[src/rtl/if_id_queue.sv]
// IF->ID decoupling queue: DEPTH-entry circular buffer, one cycle from push to id_valid, flushable.
// With IF_ID_BYPASS_EN defined, an empty queue forwards if_* to id_* in the same cycle.
module if_id_queue #(
    parameter int          DEPTH    = 4,
    parameter int          CAUSE_W  = 7,
    parameter logic [31:0] RESET_PC = 32'h1C00_0000
) (
    input  logic                       clk,
    input  logic                       rst_n,
    input  logic                       exception_flush,
    input  logic                       branch_flush,
    input  logic                       if_valid,
    input  logic [31:0]                if_pc,
    input  logic [31:0]                if_inst,
    input  logic                       if_is_exception,
    input  logic [CAUSE_W-1:0]         if_exception_cause,
    output logic                       if_ready,
    input  logic                       id_ready,
    output logic                       id_valid,
    output logic [31:0]                id_pc,
    output logic [31:0]                id_inst,
    output logic                       id_is_exception,
    output logic [CAUSE_W-1:0]         id_exception_cause,
    output logic [$clog2(DEPTH+1)-1:0] count
);

    localparam int PW = (DEPTH > 1) ? $clog2(DEPTH) : 1;
    localparam int CW = $clog2(DEPTH+1);

    typedef struct packed {
        logic [31:0]        pc;
        logic [31:0]        inst;
        logic               is_exc;
        logic [CAUSE_W-1:0] cause;
    } entry_t;

    entry_t        mem [DEPTH];
    entry_t        head;
    entry_t        in_entry;
    logic [PW-1:0] wr_ptr;
    logic [PW-1:0] rd_ptr;
    logic          flush;
    logic          q_valid;
    logic          bypass;
    logic          push;
    logic          pop;

    assign flush    = exception_flush | branch_flush;
    assign q_valid  = (count != '0);
    assign if_ready = (count != CW'(DEPTH));
    assign head     = mem[rd_ptr];
    assign in_entry = '{pc: if_pc, inst: if_inst, is_exc: if_is_exception, cause: if_exception_cause};

`ifdef IF_ID_BYPASS_EN
    assign bypass = rst_n & ~q_valid & if_valid & ~flush;
`else
    assign bypass = 1'b0;
`endif

    // A bypassed entry that ID takes immediately never lands in storage.
    assign push = if_valid & if_ready & ~(bypass & id_ready);
    assign pop  = q_valid & id_ready;

    // Storage is left unreset; outputs are masked whenever the queue is empty.
    always_ff @(posedge clk) begin
        if (push && !flush)
            mem[wr_ptr] <= in_entry;
    end

    always_ff @(posedge clk or negedge rst_n) begin
        if (!rst_n) begin
            wr_ptr <= '0;
            rd_ptr <= '0;
            count  <= '0;
        end else if (flush) begin
            wr_ptr <= '0;
            rd_ptr <= '0;
            count  <= '0;
        end else begin
            if (push)
                wr_ptr <= wr_ptr + 1'b1;
            if (pop)
                rd_ptr <= rd_ptr + 1'b1;
            case ({push, pop})
                2'b10:   count <= count + 1'b1;
                2'b01:   count <= count - 1'b1;
                default: count <= count;
            endcase
        end
    end

    always_comb begin
        id_valid           = q_valid | bypass;
        id_pc              = RESET_PC;
        id_inst            = '0;
        id_is_exception    = 1'b0;
        id_exception_cause = '0;
        if (q_valid) begin
            id_pc              = head.pc;
            id_inst            = head.inst;
            id_is_exception    = head.is_exc;
            id_exception_cause = head.cause;
        end else if (bypass) begin
            id_pc              = if_pc;
            id_inst            = if_inst;
            id_is_exception    = if_is_exception;
            id_exception_cause = if_exception_cause;
        end
    end

endmodule

[config.mk]
export PLATFORM = sky130hd
export DESIGN_NAME = if_id_queue
export DESIGN_NICKNAME = d
export VERILOG_FILES = /design/src/rtl/if_id_queue.sv
export SDC_FILE = /design/constraint.sdc
export NUM_CORES = 1
export LEC_CHECK = 0
export CORE_AREA = 3 3 149 151
export CTS_CLUSTER_DIAMETER = 40
export DETAILED_ROUTE_END_ITERATION = 10
export DIE_AREA = 0 0 152 154
export PLACE_DENSITY_LB_ADDON = 0.25
export SLEW_MARGIN = 20
export SYNTH_ARGS = -nofsm -noshare
export SYNTH_HDL_FRONTEND = slang
export SYNTH_SLANG_ARGS = --single-unit
[constraint.sdc]
create_clock -name clk -period 3.75 [get_ports clk]
set_input_delay 0.75 -clock clk [delete_from_list [all_inputs] [get_ports clk]]
set_output_delay 0.75 -clock clk [all_outputs]
set_load 0.03 [all_outputs]
==> summary.txt <==
Synth
  • Syn_area_per_cell: 22.0 um^2
  • Mux contribution to synthesized area: 14.3%
  • Synthesized flop and latch total: 295
  • Most used flip-flop cell after synthesis: sky130_fd_sc_hd__edfxtp_1
  • Number of distinct library cells after synthesis: 34
  • Fraction of the yosys area taken by sequential cells: 77.2%
  • Post-synthesis instance total: 520
  • Warning count from the yosys run: 0
  • XOR/XNOR share of the synthesized area: 0.153%
  • Syn nets: 603
  • Compound-cell area share of the yosys netlist: 1.06%
  • Share of flip-flops with an asynchronous set or reset: 2.37%
  • Mapped Area: 11,400 um^2
  • Post-synth EDFFs: 288
  • Largest family of logic cells by synthesized area: multiplexers
  • Area fraction in and, or, nand and nor cells after synthesis: 4.96%
  • Adder-cell share of the synthesized area: 0.613%

Clocking
  • Clock buffer depth: 3
  • Clock-pin slew on the worst setup and hold paths: 60 ps
  • CTS H-tree depth: 2
  • Number of clock sinks seen by CTS: 295
  • Later-pin clock latency in the skew report: 490 ps
  • Setup Buffers After CTS: 0
  • Master cell of the clock root buffer: sky130_fd_sc_hd__clkbuf_16
  • TritonCTS clock tree: done
  • Total clock buffers created by CTS: 36

GRT
  • Maximum number of pins on one net before global-route repair: 50
  • GRT Overall Usage: 18.5%
  • Wire length of the first global-routing pass: 33,800 um
  • Initial antenna violation count: 1
  • Vias in the first global route: 5,948
  • Total overflow reported by the global router: 0

Routing
  • Number of nets with antenna violations after detailed routing: 0
  • Vias: 5,555
  • WL per Instance: 21.4 um
  • Number of remaining DRC errors: 0
  • Via count normalized by instance count: 5.56
  • Iteration count of the initial detailed-routing pass: 4
  • Number of DRC markers after the initial detailed-route iteration: 327
  • Total length of routed wires: 21,400 um

Worst setup path
  • CP delay by family, top: buffers and inverters
  • Data required time of the critical path: 3000 ps
  • Largest stage delay on the critical path: 690 ps
  • Critical Path Fanout Max: 49
  • Bufs and invs on worst path: 3
  • Kind of end point of the critical path: output pin
  • Critical Path, Cell by Cell: or2_1, nor2_2, inv_4, buf_12, and2_1, clkdlybuf4s50_1
  • Cell with the biggest individual delay on the critical path: sky130_fd_sc_hd__clkdlybuf4s50_1
  • Critical path type: register to output pin
  • Arr. time, crit path: 2720 ps
  • Critical Path Source Type: register

Placed design
  • DP Wirelength: 13,300 um
  • Routability Congestion: 0.718
  • I/O Buffers: 154

Pwr
  • Power Density: 506 nW/um^2
  • Final Total Pwr: 7.35 mW
  • Leakage power total: 4.64 nW
  • VDD IR-drop max: 336 uV

Timing
  • Setup_tns: 0 ps
  • Achievable frequency: 0.288 GHz
  • Final critical path time including I/O delays and setup: 3470 ps
  • Worst Tran Pin Value: 625 ps
  • Share of the clock period used by the worst path after layout: 92.6%
  • Final Setup Violations: 0
  • Setup repair after global routing missed its margin: no
  • Hold violation count in the final report: 0
  • Max-slew violation total from the final report: 0
  • Headroom to the max-slew limit: 58.4%
  • Worst clock skew: 7.93 ps

Die
  • Height of the chip: 154 um
  • Number of cell rows: 53
  • Width of the chip: 152 um
  • Core area: 21,000 um^2
  • Die outline area: 23,400 um^2
  • Effective utilization at floorplan: 54.5%
  • I/O pin count: 155

Min path
  • Type of the tightest min-delay check: input pin to async pin

Job
  • # Max-Cap Violations: 0

Layout
  • Net count of the finished layout: 782
  • Most common library cell in the layout ignoring fill and taps: sky130_fd_sc_hd__edfxtp_1
  • Most frequent cells in the layout: 288 x sky130_fd_sc_hd__edfxtp_1, 154 x sky130_fd_sc_hd__clkdlybuf4s50_1, 72 x sky130_fd_sc_hd__mux4_2
  • Fraction of layout instances using a drive strength above 1: 21.2%
  • Area Growth Syn to Fin: 27.1%
  • Antenna diode count: 0

Status
  • Outcome: finished clean
area by class of cell:
| cell class | count | area [um^2] |
|---|---|---|
| multi-input combinational | 191 | 2420 |
| inverter | 6 | 25.0 |
| tap | 275 | 344 |
| timing repair buffer | 169 | 1730 |
| clock inverter | 23 | 230 |
| clock buffer | 41 | 941 |
| sequential | 295 | 8830 |
| fill | 1327 | 6440 |
registers in the layout, indices dropped and copies added (netlist names):
name    flops
mem       288
count       3
rd_ptr      2
wr_ptr      2
cell families after synthesis:
logic type      Yosys count
flops                   295
fa+ha+maj                 5
xor+xnor                  2
simple gates             93
buf+inv                  34
mux                      73
compound gates           18
cells in the mapped netlist (2+ instances only):
| cell type | instances | share of area (%) |
|---|---|---|
| sky130_fd_sc_hd__o2111ai_1 | 2 | 0.15 |
| sky130_fd_sc_hd__or2_1 | 4 | 0.22 |
| sky130_fd_sc_hd__ha_1 | 4 | 0.44 |
| sky130_fd_sc_hd__and2_1 | 73 | 4.0 |
| sky130_fd_sc_hd__edfxtp_1 | 288 | 76 |
| sky130_fd_sc_hd__xor2_1 | 2 | 0.15 |
| sky130_fd_sc_hd__inv_1 | 5 | 0.16 |
| sky130_fd_sc_hd__buf_6 | 7 | 0.69 |
| sky130_fd_sc_hd__o21ai_0 | 4 | 0.18 |
| sky130_fd_sc_hd__mux4_2 | 72 | 14 |
| sky130_fd_sc_hd__a21oi_1 | 4 | 0.18 |
| sky130_fd_sc_hd__clkbuf_1 | 10 | 0.33 |
| sky130_fd_sc_hd__nor2_1 | 5 | 0.16 |
| sky130_fd_sc_hd__or2_2 | 3 | 0.16 |
| sky130_fd_sc_hd__dfrtp_1 | 7 | 1.5 |
| sky130_fd_sc_hd__buf_2 | 11 | 0.48 |
| sky130_fd_sc_hd__nand3_1 | 2 | 0.088 |
layer usage:
metal  vias to the layer above  routed length [um]  global-route usage, %
met2                       184               10600                   29.9
met5                         -                  20                      0
li1                       2476                   -                      -
met4                         2                 362                   4.67
met1                      2853                9030                   25.7
met3                        40                1410                   4.98
repair_timing:
action	CTS	global route
hold buffers	0	0
gates resized for setup	0	2
setup endpoints to repair	0	2
worst paths after layout:
kind	depth (start not counted)	end	from	slack, ps
setup / recovery	6	id_inst[26]	count[0]	280
hold / removal	1	count[2]	rst_n	540
setup reg to reg	4	mem[1][11]	count[0]	1520
hold reg to reg	2	wr_ptr[0]	wr_ptr[0]	610
max in group asynchronous	1	rd_ptr[1]	rst_n	2910
min in group clk	2	wr_ptr[0]	wr_ptr[0]	610
per-stage QoR:
step | utilization, % | area, um^2 | setup slack, ps | hold slack (ps) | instances
floorplan | - | 11400 | 165 | 454 | 520
global placement | 63.7 | 13300 | 729 | 570 | 936
detailed placement | 63.7 | 13300 | 637 | 590 | 936
CTS | 69.3 | 14500 | 124 | 524 | 1000
global route | 69.3 | 14500 | 116 | 526 | 1000
finish | 69.3 | 14500 | 278 | 538 | 1000
report_power, final:
| part | switching, mW | internal, mW |
|---|---|---|
| logic | 0.187 | 0.180 |
| registers | 0.00957 | 3.65 |
| clock network | 1.29 | 2.04 |
(Power assumes the default switching activity.)
